$ cat src/rtl/vga_sync_rx_if.sv
// vga_sync_rx_if: pixel-stream bundle from the VGA timing generator to the
// sync receiver. The generator drives through master; the receiver samples
// through slave. hs/vs/col are only meaningful on cycles with pix_en_i high.
`timescale 1ns/1ps
interface vga_sync_rx_if;
    logic       pix_en_i;
    logic       hs_i;
    logic       vs_i;
    logic [7:0] col_i;

    modport master (output pix_en_i, hs_i, vs_i, col_i);
    modport slave  (input  pix_en_i, hs_i, vs_i, col_i);
endinterface

$ cat src/rtl/vga_sync_rx.sv
// vga_sync_rx: recovers pixel x/y, data-enable and frame start from the
// registered hs/vs/colour stream and checks it against the configured format.
// Lock is declared after LOCK_FRAMES clean frames and dropped on the first
// timing violation.
// Define VGA_SYNC_RX_STATS_EN to add the h_meas_o/v_meas_o/err_cnt_o outputs.
`timescale 1ns/1ps
module vga_sync_rx #(
    parameter int unsigned H_TOTAL      = 1650,
    parameter int unsigned V_TOTAL      = 750,
    parameter int unsigned H_ACTIVE     = 1280,
    parameter int unsigned V_ACTIVE     = 720,
    parameter int unsigned H_SYNC_BEGIN = 1390,
    parameter int unsigned V_SYNC_BEGIN = 725,
    parameter int unsigned LOCK_FRAMES  = 2,
    parameter bit          SYNC_POL     = 1'b1
) (
    input  logic         clk_i,
    input  logic         rst_i,
    vga_sync_rx_if.slave vid,
    output logic [10:0]  x_o,
    output logic [9:0]   y_o,
    output logic         de_o,
    output logic [7:0]   col_o,
    output logic         frame_start_o,
    output logic         locked_o,
    output logic         err_o
`ifdef VGA_SYNC_RX_STATS_EN
    ,
    output logic [10:0]  h_meas_o,
    output logic [9:0]   v_meas_o,
    output logic [7:0]   err_cnt_o
`endif
);
    localparam logic [10:0] X_LAST    = 11'(H_TOTAL - 1);
    localparam logic [9:0]  Y_LAST    = 10'(V_TOTAL - 1);
    localparam logic [10:0] X_ACT     = 11'(H_ACTIVE);
    localparam logic [9:0]  Y_ACT     = 10'(V_ACTIVE);
    localparam logic [10:0] X_HS      = 11'(H_SYNC_BEGIN);
    localparam logic [9:0]  Y_VS      = 10'(V_SYNC_BEGIN);
    localparam logic [11:0] GAP_LIMIT = 12'(2 * H_TOTAL);
    localparam logic [3:0]  GOOD_LOCK = 4'(LOCK_FRAMES);

    typedef enum logic [1:0] {SEARCH, MEASURE, LOCKED} state_t;

    state_t      state_q, state_d;
    logic        hs_prev_q, vs_prev_q;
    logic        hs_act, vs_act, hs_edge, vs_edge;
    logic [10:0] x_pred, x_d;
    logic [9:0]  y_pred, y_d;
    logic [11:0] gap_q, gap_inc, gap_d;
    logic [3:0]  good_q, good_d;
    logic        check_fail, err_d, lock_d, de_d, fs_d;

    // Edge detection, counter prediction, timing checks and next state.
    always_comb begin
        hs_act  = (vid.hs_i == SYNC_POL);
        vs_act  = (vid.vs_i == SYNC_POL);
        hs_edge = hs_act && !hs_prev_q;
        vs_edge = vs_act && !vs_prev_q;

        x_pred = (x_o == X_LAST) ? '0 : x_o + 11'd1;
        y_pred = y_o;
        if (x_o == X_LAST) begin
            y_pred = (y_o == Y_LAST) ? '0 : y_o + 10'd1;
        end
        gap_inc = (gap_q == '1) ? gap_q : gap_q + 12'd1;

        check_fail = (hs_edge && (x_pred != X_HS))
                  || (vs_edge && ((x_pred != '0) || (y_pred != Y_VS)))
                  || (!hs_edge && (gap_inc >= GAP_LIMIT));

        state_d = state_q;
        x_d     = x_pred;
        y_d     = y_pred;
        good_d  = good_q;
        gap_d   = hs_edge ? '0 : gap_inc;
        err_d   = 1'b0;

        unique case (state_q)
            SEARCH: begin
                if (vs_edge) begin
                    x_d     = '0;
                    y_d     = Y_VS;
                    good_d  = '0;
                    gap_d   = '0;
                    state_d = MEASURE;
                end
            end
            MEASURE, LOCKED: begin
                if (check_fail) begin
                    err_d   = 1'b1;
                    good_d  = '0;
                    gap_d   = '0;
                    state_d = SEARCH;
                    // A failing vs edge still carries a usable frame reference.
                    if (vs_edge) begin
                        x_d     = '0;
                        y_d     = Y_VS;
                        state_d = MEASURE;
                    end
                end else if (vs_edge && (state_q == MEASURE)) begin
                    good_d = good_q + 4'd1;
                    if (good_d >= GOOD_LOCK) state_d = LOCKED;
                end
            end
            default: state_d = SEARCH;
        endcase

        lock_d = (state_d == LOCKED);
        de_d   = lock_d && (x_d < X_ACT) && (y_d < Y_ACT);
        fs_d   = lock_d && (x_d == '0) && (y_d == '0);
    end

    // State, counters and outputs advance on strobes; pulses clear in between.
    always_ff @(posedge clk_i) begin
        if (rst_i) begin
            state_q       <= SEARCH;
            hs_prev_q     <= 1'b0;
            vs_prev_q     <= 1'b0;
            gap_q         <= '0;
            good_q        <= '0;
            x_o           <= '0;
            y_o           <= '0;
            de_o          <= 1'b0;
            col_o         <= '0;
            frame_start_o <= 1'b0;
            locked_o      <= 1'b0;
            err_o         <= 1'b0;
        end else if (vid.pix_en_i) begin
            state_q       <= state_d;
            hs_prev_q     <= hs_act;
            vs_prev_q     <= vs_act;
            gap_q         <= gap_d;
            good_q        <= good_d;
            x_o           <= x_d;
            y_o           <= y_d;
            de_o          <= de_d;
            col_o         <= de_d ? vid.col_i : '0;
            frame_start_o <= fs_d;
            locked_o      <= lock_d;
            err_o         <= err_d;
        end else begin
            frame_start_o <= 1'b0;
            err_o         <= 1'b0;
        end
    end

`ifdef VGA_SYNC_RX_STATS_EN
    logic [10:0] h_cnt_q, h_cnt_inc;
    logic [9:0]  v_cnt_q, v_cnt_inc;

    // Saturating increments for the line-length and lines-per-frame counters.
    always_comb begin
        h_cnt_inc = (h_cnt_q == '1) ? h_cnt_q : h_cnt_q + 11'd1;
        v_cnt_inc = v_cnt_q;
        if (hs_edge && (v_cnt_q != '1)) v_cnt_inc = v_cnt_q + 10'd1;
    end

    // Measure hs spacing in strobes, vs spacing in hs edges, and count errors.
    always_ff @(posedge clk_i) begin
        if (rst_i) begin
            h_cnt_q   <= '0;
            v_cnt_q   <= '0;
            h_meas_o  <= '0;
            v_meas_o  <= '0;
            err_cnt_o <= '0;
        end else if (vid.pix_en_i) begin
            if (hs_edge) begin
                h_meas_o <= h_cnt_inc;
                h_cnt_q  <= '0;
            end else begin
                h_cnt_q  <= h_cnt_inc;
            end
            if (vs_edge) begin
                v_meas_o <= v_cnt_inc;
                v_cnt_q  <= '0;
            end else begin
                v_cnt_q  <= v_cnt_inc;
            end
            if (err_d && (err_cnt_o != '1)) err_cnt_o <= err_cnt_o + 8'd1;
        end
    end
`endif
endmodule

$ cat src/flat_wrapper.sv
// flat-port wrapper written by rule: the top's interface ports become plain ports
module vga_sync_rx_flat 
#(
    parameter int unsigned H_TOTAL      = 1650,
    parameter int unsigned V_TOTAL      = 750,
    parameter int unsigned H_ACTIVE     = 1280,
    parameter int unsigned V_ACTIVE     = 720,
    parameter int unsigned H_SYNC_BEGIN = 1390,
    parameter int unsigned V_SYNC_BEGIN = 725,
    parameter int unsigned LOCK_FRAMES  = 2,
    parameter bit          SYNC_POL     = 1'b1
)
  (clk_i, rst_i, x_o, y_o, de_o, col_o, frame_start_o, locked_o, err_o, vid_pix_en_i, vid_hs_i, vid_vs_i, vid_col_i);
  vga_sync_rx_if vid_i ();
  input  logic clk_i;
  input  logic rst_i;
  output logic [10:0] x_o;
  output logic [9:0] y_o;
  output logic de_o;
  output logic [7:0] col_o;
  output logic frame_start_o;
  output logic locked_o;
  output logic err_o;
  input wire logic [$bits(vid_i.pix_en_i)-1:0] vid_pix_en_i;
  input wire logic [$bits(vid_i.hs_i)-1:0] vid_hs_i;
  input wire logic [$bits(vid_i.vs_i)-1:0] vid_vs_i;
  input wire logic [$bits(vid_i.col_i)-1:0] vid_col_i;
  assign vid_i.pix_en_i = vid_pix_en_i;
  assign vid_i.hs_i = vid_hs_i;
  assign vid_i.vs_i = vid_vs_i;
  assign vid_i.col_i = vid_col_i;
  vga_sync_rx #(.H_TOTAL(H_TOTAL), .V_TOTAL(V_TOTAL), .H_ACTIVE(H_ACTIVE), .V_ACTIVE(V_ACTIVE), .H_SYNC_BEGIN(H_SYNC_BEGIN), .V_SYNC_BEGIN(V_SYNC_BEGIN), .LOCK_FRAMES(LOCK_FRAMES), .SYNC_POL(SYNC_POL)) u_core (.clk_i(clk_i), .rst_i(rst_i), .vid(vid_i), .x_o(x_o), .y_o(y_o), .de_o(de_o), .col_o(col_o), .frame_start_o(frame_start_o), .locked_o(locked_o), .err_o(err_o));
endmodule
$ cat config.mk
export PLATFORM = sky130hd
export DESIGN_NAME = vga_sync_rx_flat
export DESIGN_NICKNAME = d
export VERILOG_FILES = /design/src/rtl/vga_sync_rx_if.sv /design/src/rtl/vga_sync_rx.sv /design/src/flat_wrapper.sv
export SDC_FILE = /design/constraint.sdc
export NUM_CORES = 1
export LEC_CHECK = 0
export BUFFER_PORTS_ARGS = -buffer_cell sky130_fd_sc_hd__buf_2
export CORE_MARGIN = 2
export CORE_UTILIZATION = 34
export DETAILED_ROUTE_END_ITERATION = 8
export GPL_ROUTABILITY_DRIVEN = 0
export PLACE_DENSITY = 0.53
export SETUP_SLACK_MARGIN = 0.2
export SYNTH_ARGS = -nofsm -noshare
export SYNTH_HDL_FRONTEND = slang
export SYNTH_SLANG_ARGS = --single-unit
$ cat constraint.sdc
create_clock -name clk_i -period 6.4 [get_ports clk_i]
set_input_delay 1.28 -clock clk_i [delete_from_list [all_inputs] [get_ports clk_i]]
set_output_delay 1.28 -clock clk_i [all_outputs]
set_load 0.01 [all_outputs]
# Word level (Yosys, flattened, before mapping)
# Cells that the tools add are included.
dict set report totals {
  output_inout_bits 33
  register_bits 53
  word_cells 83
  in_bits 13
}
dict set report classes {
  bitwise_logic 2
  eq_ne 10
  n_reduce_logical 25
  n_addsub 4
  order_cmp 4
  n_mux 26
}
# cell n
set op_table {}
lappend op_table {{12-bit 2-to-1 mux} 4}
lappend op_table {{10-bit 2-to-1 mux} 4}
lappend op_table {{11-bit 2-to-1 mux} 3}
lappend op_table {{12-bit one-hot mux with 2 select lines} 1}
lappend op_table {{11-bit one-hot mux with 2 select lines} 1}
lappend op_table {{10-bit one-hot mux with 2 select lines} 1}
lappend op_table {{12-bit by 1-bit adder with 12-bit output (second input constant)} 1}
lappend op_table {{12-bit == test (second input constant)} 1}
lappend op_table {{12-bit >= comparator (second input constant)} 1}
lappend op_table {{4-bit 2-to-1 mux} 3}
lappend op_table {{11-bit by 1-bit adder with 11-bit output (second input constant)} 1}
lappend op_table {{11-bit == test (second input constant)} 1}
lappend op_table {{11-bit zero test} 1}
lappend op_table {{11-bit less-than comparator (second input constant)} 1}
lappend op_table {{11-bit != test (second input constant)} 1}
lappend op_table {{11-bit nonzero test} 1}
lappend op_table {{10-bit by 1-bit adder with 10-bit output (second input constant)} 1}
lappend op_table {{10-bit == test (second input constant)} 1}
lappend op_table {{1-bit logical AND} 10}
lappend op_table {{10-bit zero test} 1}
lappend op_table {{10-bit less-than comparator (second input constant)} 1}
lappend op_table {{10-bit != test (second input constant)} 1}
lappend op_table {{2-bit 2-to-1 mux} 4}
lappend op_table {{8-bit 2-to-1 mux} 1}
lappend op_table {{other kinds (17)} 25}

# Depth between registers and ports, before layout
dict set report logic_depth {
  ltp_word 14
  mapped_depth 13
  depth_no_buf 11
}

# Worst setup path before layout
# Ideal clock, no wire load.
dict set report synth_path {
  path_type {register to register}
  start {register u_core.x_o[1]}
  end {register u_core.gap_q[0]}
  period_less_slack_ns 3.299
  path_stages_with_launch 12
  t_arrival_ns 3.230
  path_buffers 1
  t_required_ns 6.330
  slack_ns 3.101
  setup_ns 0.070
  path_cell_list {dfxtp_1 > ha_1 > nand3_1 > or4_1 > a21oi_1 > nor4b_1 > o22ai_1 > a211o_4 > a211oi_4 > buf_6 > a21oi_1 > a21oi_1}
}
dict set report synth_between {
  elab_chain_len 9
  word_cells_on_any_way 14
  classes_between {add/sub (1); eq/ne (3); mux (4); reduce/logical (6)}
}
# item line_no
set synth_lines {}
lappend synth_lines {{start, declared} vga_sync_rx.sv:20} ;# output logic [10:0] x_o,
lappend synth_lines {{start signal, assigned} vga_sync_rx.sv:122} ;# x_o <= '0;
lappend synth_lines {{start signal, assigned} vga_sync_rx.sv:135} ;# x_o <= x_d;
lappend synth_lines {{11-bit by 1-bit adder with 11-bit output or 11-bit == test (tied branches)} {vga_sync_rx.sv:61, vga_sync_rx.sv:63}}
lappend synth_lines {{11-bit 2-to-1 mux or 10-bit 2-to-1 mux (tied branches)} {vga_sync_rx.sv:61, vga_sync_rx.sv:63}}
lappend synth_lines {{11-bit nonzero test or 10-bit != test (tied branches)} vga_sync_rx.sv:69} ;# || (vs_edge && ((x_pred != '0) || (y_pred != Y_VS)))
lappend synth_lines {{1-bit logical OR} vga_sync_rx.sv:69}
lappend synth_lines {{1-bit logical AND} vga_sync_rx.sv:69}
lappend synth_lines {{1-bit logical OR *} vga_sync_rx.sv:69}
lappend synth_lines {{1-bit logical OR *} vga_sync_rx.sv:70} ;# || (!hs_edge && (gap_inc >= GAP_LIMIT));
lappend synth_lines {{12-bit 2-to-1 mux *} vga_sync_rx.sv:90} ;# if (check_fail) begin
lappend synth_lines {{12-bit one-hot mux with 2 select lines *} vga_sync_rx.sv:79} ;# unique case (state_q)
lappend synth_lines {{end signal, assigned} vga_sync_rx.sv:133} ;# gap_q <= gap_d;
lappend synth_lines {{end, declared} vga_sync_rx.sv:50} ;# logic [11:0] gap_q, gap_inc, gap_d;
# Mark *: on every way between the ends. The rest lies on a longest branch, timed or not.
# A chain may end at the register's enable or synchronous reset.

# Final worst setup path
dict set report layout_path {
  start {register u_core.x_o[0]}
  end {register u_core.x_o[5]}
}
dict set report layout_between {
  elab_chain_len 9
  word_cells_on_any_way 15
  classes_between {add/sub (1); eq/ne (3); mux (5); reduce/logical (6)}
}
# item line_no
set layout_lines {}
lappend layout_lines {{11-bit by 1-bit adder with 11-bit output or 11-bit == test (tied branches)} {vga_sync_rx.sv:61, vga_sync_rx.sv:63}}
lappend layout_lines {{11-bit 2-to-1 mux or 10-bit 2-to-1 mux (tied branches)} {vga_sync_rx.sv:61, vga_sync_rx.sv:63}}
lappend layout_lines {{11-bit nonzero test or 10-bit != test (tied branches)} vga_sync_rx.sv:69}
lappend layout_lines {{1-bit logical OR} vga_sync_rx.sv:69}
lappend layout_lines {{1-bit logical AND} vga_sync_rx.sv:69}
lappend layout_lines {{1-bit logical OR} vga_sync_rx.sv:69}
lappend layout_lines {{1-bit logical OR} vga_sync_rx.sv:70}
lappend layout_lines {{11-bit 2-to-1 mux} vga_sync_rx.sv:90}
lappend layout_lines {{11-bit one-hot mux with 2 select lines *} vga_sync_rx.sv:79}
# Marked as above.

==> impl_metrics.tcl <==
set metrics [dict create \
    nets 514 \
    final.setup.tns_ns 0 \
    yosysSeqAreaShare 0.302 \
    grt_pass1_wl_um 15700 \
    power_frac_comb 0.137 \
    fmax_mhz 215 \
    period_needed_ns 4.64 \
    rows 37 \
    p_switching_w 0.000191 \
    start_kind "flop" \
    crit_fanout 13 \
    yosys-top-cells-area "dfxtp_1 (30%), nand2_1 (6.3%), a21oi_1 (5.6%)" \
    worstPathArrival_ns 4.90 \
    cts_root_buffer "clkbuf_8" \
    drt_wl_total_um 9400 \
    maxSlewHeadroom 0.409 \
    swShare 0.288 \
    maxCapViolations 0 \
    synth.most_common_cell "nand2_1" \
    p_clk_frac 0.329 \
    drv_slew 0 \
    rsz0062_at_grt "no" \
    htree_levels 2 \
    vias 3505 \
    tritoncts "built" \
    hold_class "flop to flop" \
    io_buffers 45 \
    synth_top_area_cell "dfxtp_1" \
    final_cell_count_no_fill 628 \
    status "complete, no violations" \
    die-width_um 106 \
    final_core_util 0.383 \
    grt_max_degree 25 \
    initial_utilization 0.345 \
    synth_edf_count 0 \
    power_density_mw_per_mm2 170 \
    cts_buffers 5 \
    antenna_cells 0 \
    core_mm2 0.0102 \
    crit_type "flop to flop" \
    drive_above_1_share 0.138 \
    dp.cells 620 \
    async_reset_ff_frac 0 \
    hold_buffers 0 \
    setup_viol 0 \
    p_int_w 0.000473 \
    cts_sinks 53 \
    ys.warnings.count 0 \
    drc 0 \
    gr-usage-all-layers 0.170 \
    ioPinCount 46 \
    gr-total-overflow 0 \
    syn_area_per_cell_um2 7.59 \
    place_worst_setup_slack_ns 1.80 \
    fp.dieH_um 106 \
    hold_end "u_core.col_o[3]" \
    hold_depth 2 \
    seqPwrFrac 0.534 \
    clk_path_buf_depth 2 \
    syn_area_mm2 0.00351 \
    leakage_nw 1.52 \
    via_per_inst 5.58 \
    antenna_found_initial 0 \
    synth_ff_type "dfxtp_1" \
    synthCells 463 \
    wire_per_inst_um 15.0 \
    finalWorstSetupSlack_ns 1.76 \
    post_cts_resized 0 \
    finClkSkew_ns 0.00903 \
    clkTransAtPathRegs_ns 0.10 \
    cp-end-kind "flop" \
    rr_worst_depth 10 \
    synth_seq_cells 53 \
    die_area_mm2 0.0112 \
    synth.top_cell.area_share 0.302 \
    finalHoldViolCount 0 \
    period_share 0.725 \
    peakVddDrop_uv 87.9 \
    synth_common_cells "nand2_1 (59), dfxtp_1 (53), a21oi_1 (39)" \
    place_hpwl_um 6850 \
    rr_endpoint "u_core.x_o[5]" \
    worst_pin_slew_ns 0.879 \
    clock_latency_ns 0.31 \
    crit_required_ns 6.66 \
    grt_pass1_vias 3100 \
    syn-num-nets 486 \
    post_cts_buffers 0 \
    ant_nets 0 \
    first_pass_iters 5 \
    first_iter_violations 168 \
    yosysUniqueCellTypes 69 \
    worstHoldStart "u_core.col_o[3]" \
    reg2reg_from "u_core.x_o[0]" \
    r2r_slack_ns 1.76 \
    syn2layout_area_growth_pct 11.1 \
]
-- critical path, cell delays in order (launching register included) --
cell	delay, ns
dfxtp_1	0.54
ha_1	0.33
nand3_1	0.27
or4_1	0.58
a21oi_1	0.34
nor4b_1	0.48
o22ai_1	0.34
o311ai_2	0.83
nand3_1	0.46
o21ai_0	0.29
a21o_1	0.13
-- worst max path at each step --
stage / to / cells after the start / startpoint
detailed placement: u_core.x_o[6] / 10 / u_core.x_o[0]
CTS: u_core.x_o[6] / 10 / u_core.x_o[0]
global placement: u_core.x_o[2] / 10 / u_core.x_o[0]
finish: u_core.x_o[5] / 10 / u_core.x_o[0]
global route: u_core.x_o[5] / 10 / u_core.x_o[0]
floorplan: u_core.gap_q[0] / 11 / u_core.x_o[1]
-- sequential cells by signal, indices dropped and copies added, names as in the netlist --
register / cells
u_core.state_q: 2
u_core.x_o: 11
u_core.frame_start_o: 1
u_core.de_o: 1
u_core.y_o: 10
u_core.col_o: 8
u_core.vs_prev_q: 1
u_core.good_q: 4
u_core.hs_prev_q: 1
u_core.locked_o: 1
u_core.err_o: 1
u_core.gap_q: 12
-- layout by cell type (no fill, tap or decap), types with 3 or more instances in the layout --
| cell type | instances |
|---|---|
| nor4_1 | 9 |
| nor2b_1 | 6 |
| buf_2 | 45 |
| and4_1 | 4 |
| clkbuf_8 | 7 |
| a21o_1 | 11 |
| nor2_1 | 36 |
| a2111oi_0 | 3 |
| mux2i_1 | 3 |
| xnor2_1 | 4 |
| o41ai_1 | 3 |
| or3_1 | 11 |
| or2_2 | 3 |
| nand4_1 | 8 |
| or4_1 | 3 |
| nand2_1 | 59 |
| a22o_1 | 3 |
| nor4b_1 | 3 |
| o21ai_1 | 11 |
| dfxtp_1 | 53 |
| o22ai_1 | 4 |
| a211oi_1 | 6 |
| o21ai_0 | 29 |
| nand3_1 | 22 |
| a31oi_1 | 5 |
| nand3b_1 | 3 |
| and3_1 | 3 |
| and2_1 | 4 |
| nand2b_1 | 6 |
| a21oi_1 | 39 |
| xor2_1 | 3 |
| nor3b_1 | 4 |
| ha_1 | 10 |
| nor3_1 | 11 |
| o31ai_1 | 4 |
| inv_1 | 13 |
-- per-stage QoR --
step,power (W),hold WS [ns],area [µm²]
after global placement,0.000452,0.429,3800
final,0.000665,0.448,3900
after detailed placement,0.000454,0.432,3800
after floorplan,0.000428,0.444,3510
after global routing,0.000699,0.468,3900
after CTS,0.000674,0.454,3900
-- power groups by stage --
stage          Clock, W  Sequential, W  Combinational, W
6_report       0.000218       0.000355         0.0000913
5_1_grt        0.000239       0.000357          0.000103
3_5_place_dp          0       0.000363         0.0000911
4_1_cts        0.000227       0.000355         0.0000915
2_1_floorplan         0       0.000358         0.0000699
3_3_place_gp          0       0.000362         0.0000898
-- logic make-up after synthesis --
logic type,count (synthesis),share of synthesized area
AO/OA/AOI/OAI,146,0.277
XOR/XNOR,7,0.0174
adder cells (fa/ha/maj),10,0.0356
flip-flops,53,0.302
buffers and inverters,39,0.0488
multiplexers,3,0.00854
AND/OR/NAND/NOR,205,0.311
-- cell type report --
class | count | area (µm²)
inverter | 14 | 52.6
sequential | 53 | 1060
multi-input combinational | 371 | 2280
clock buffer | 7 | 96.3
tap | 136 | 170
timing repair buffer | 46 | 233
fill | 1105 | 6280
clock inverter | 1 | 8.76
-- metal layers --
metal  part of all wire  global-route usage
met3              0.047              0.0334
met1               0.48               0.243
met2               0.45               0.259
met4              0.017              0.0461
met5                  0                   0
Note: power is estimated with default switching activity, not from simulation.
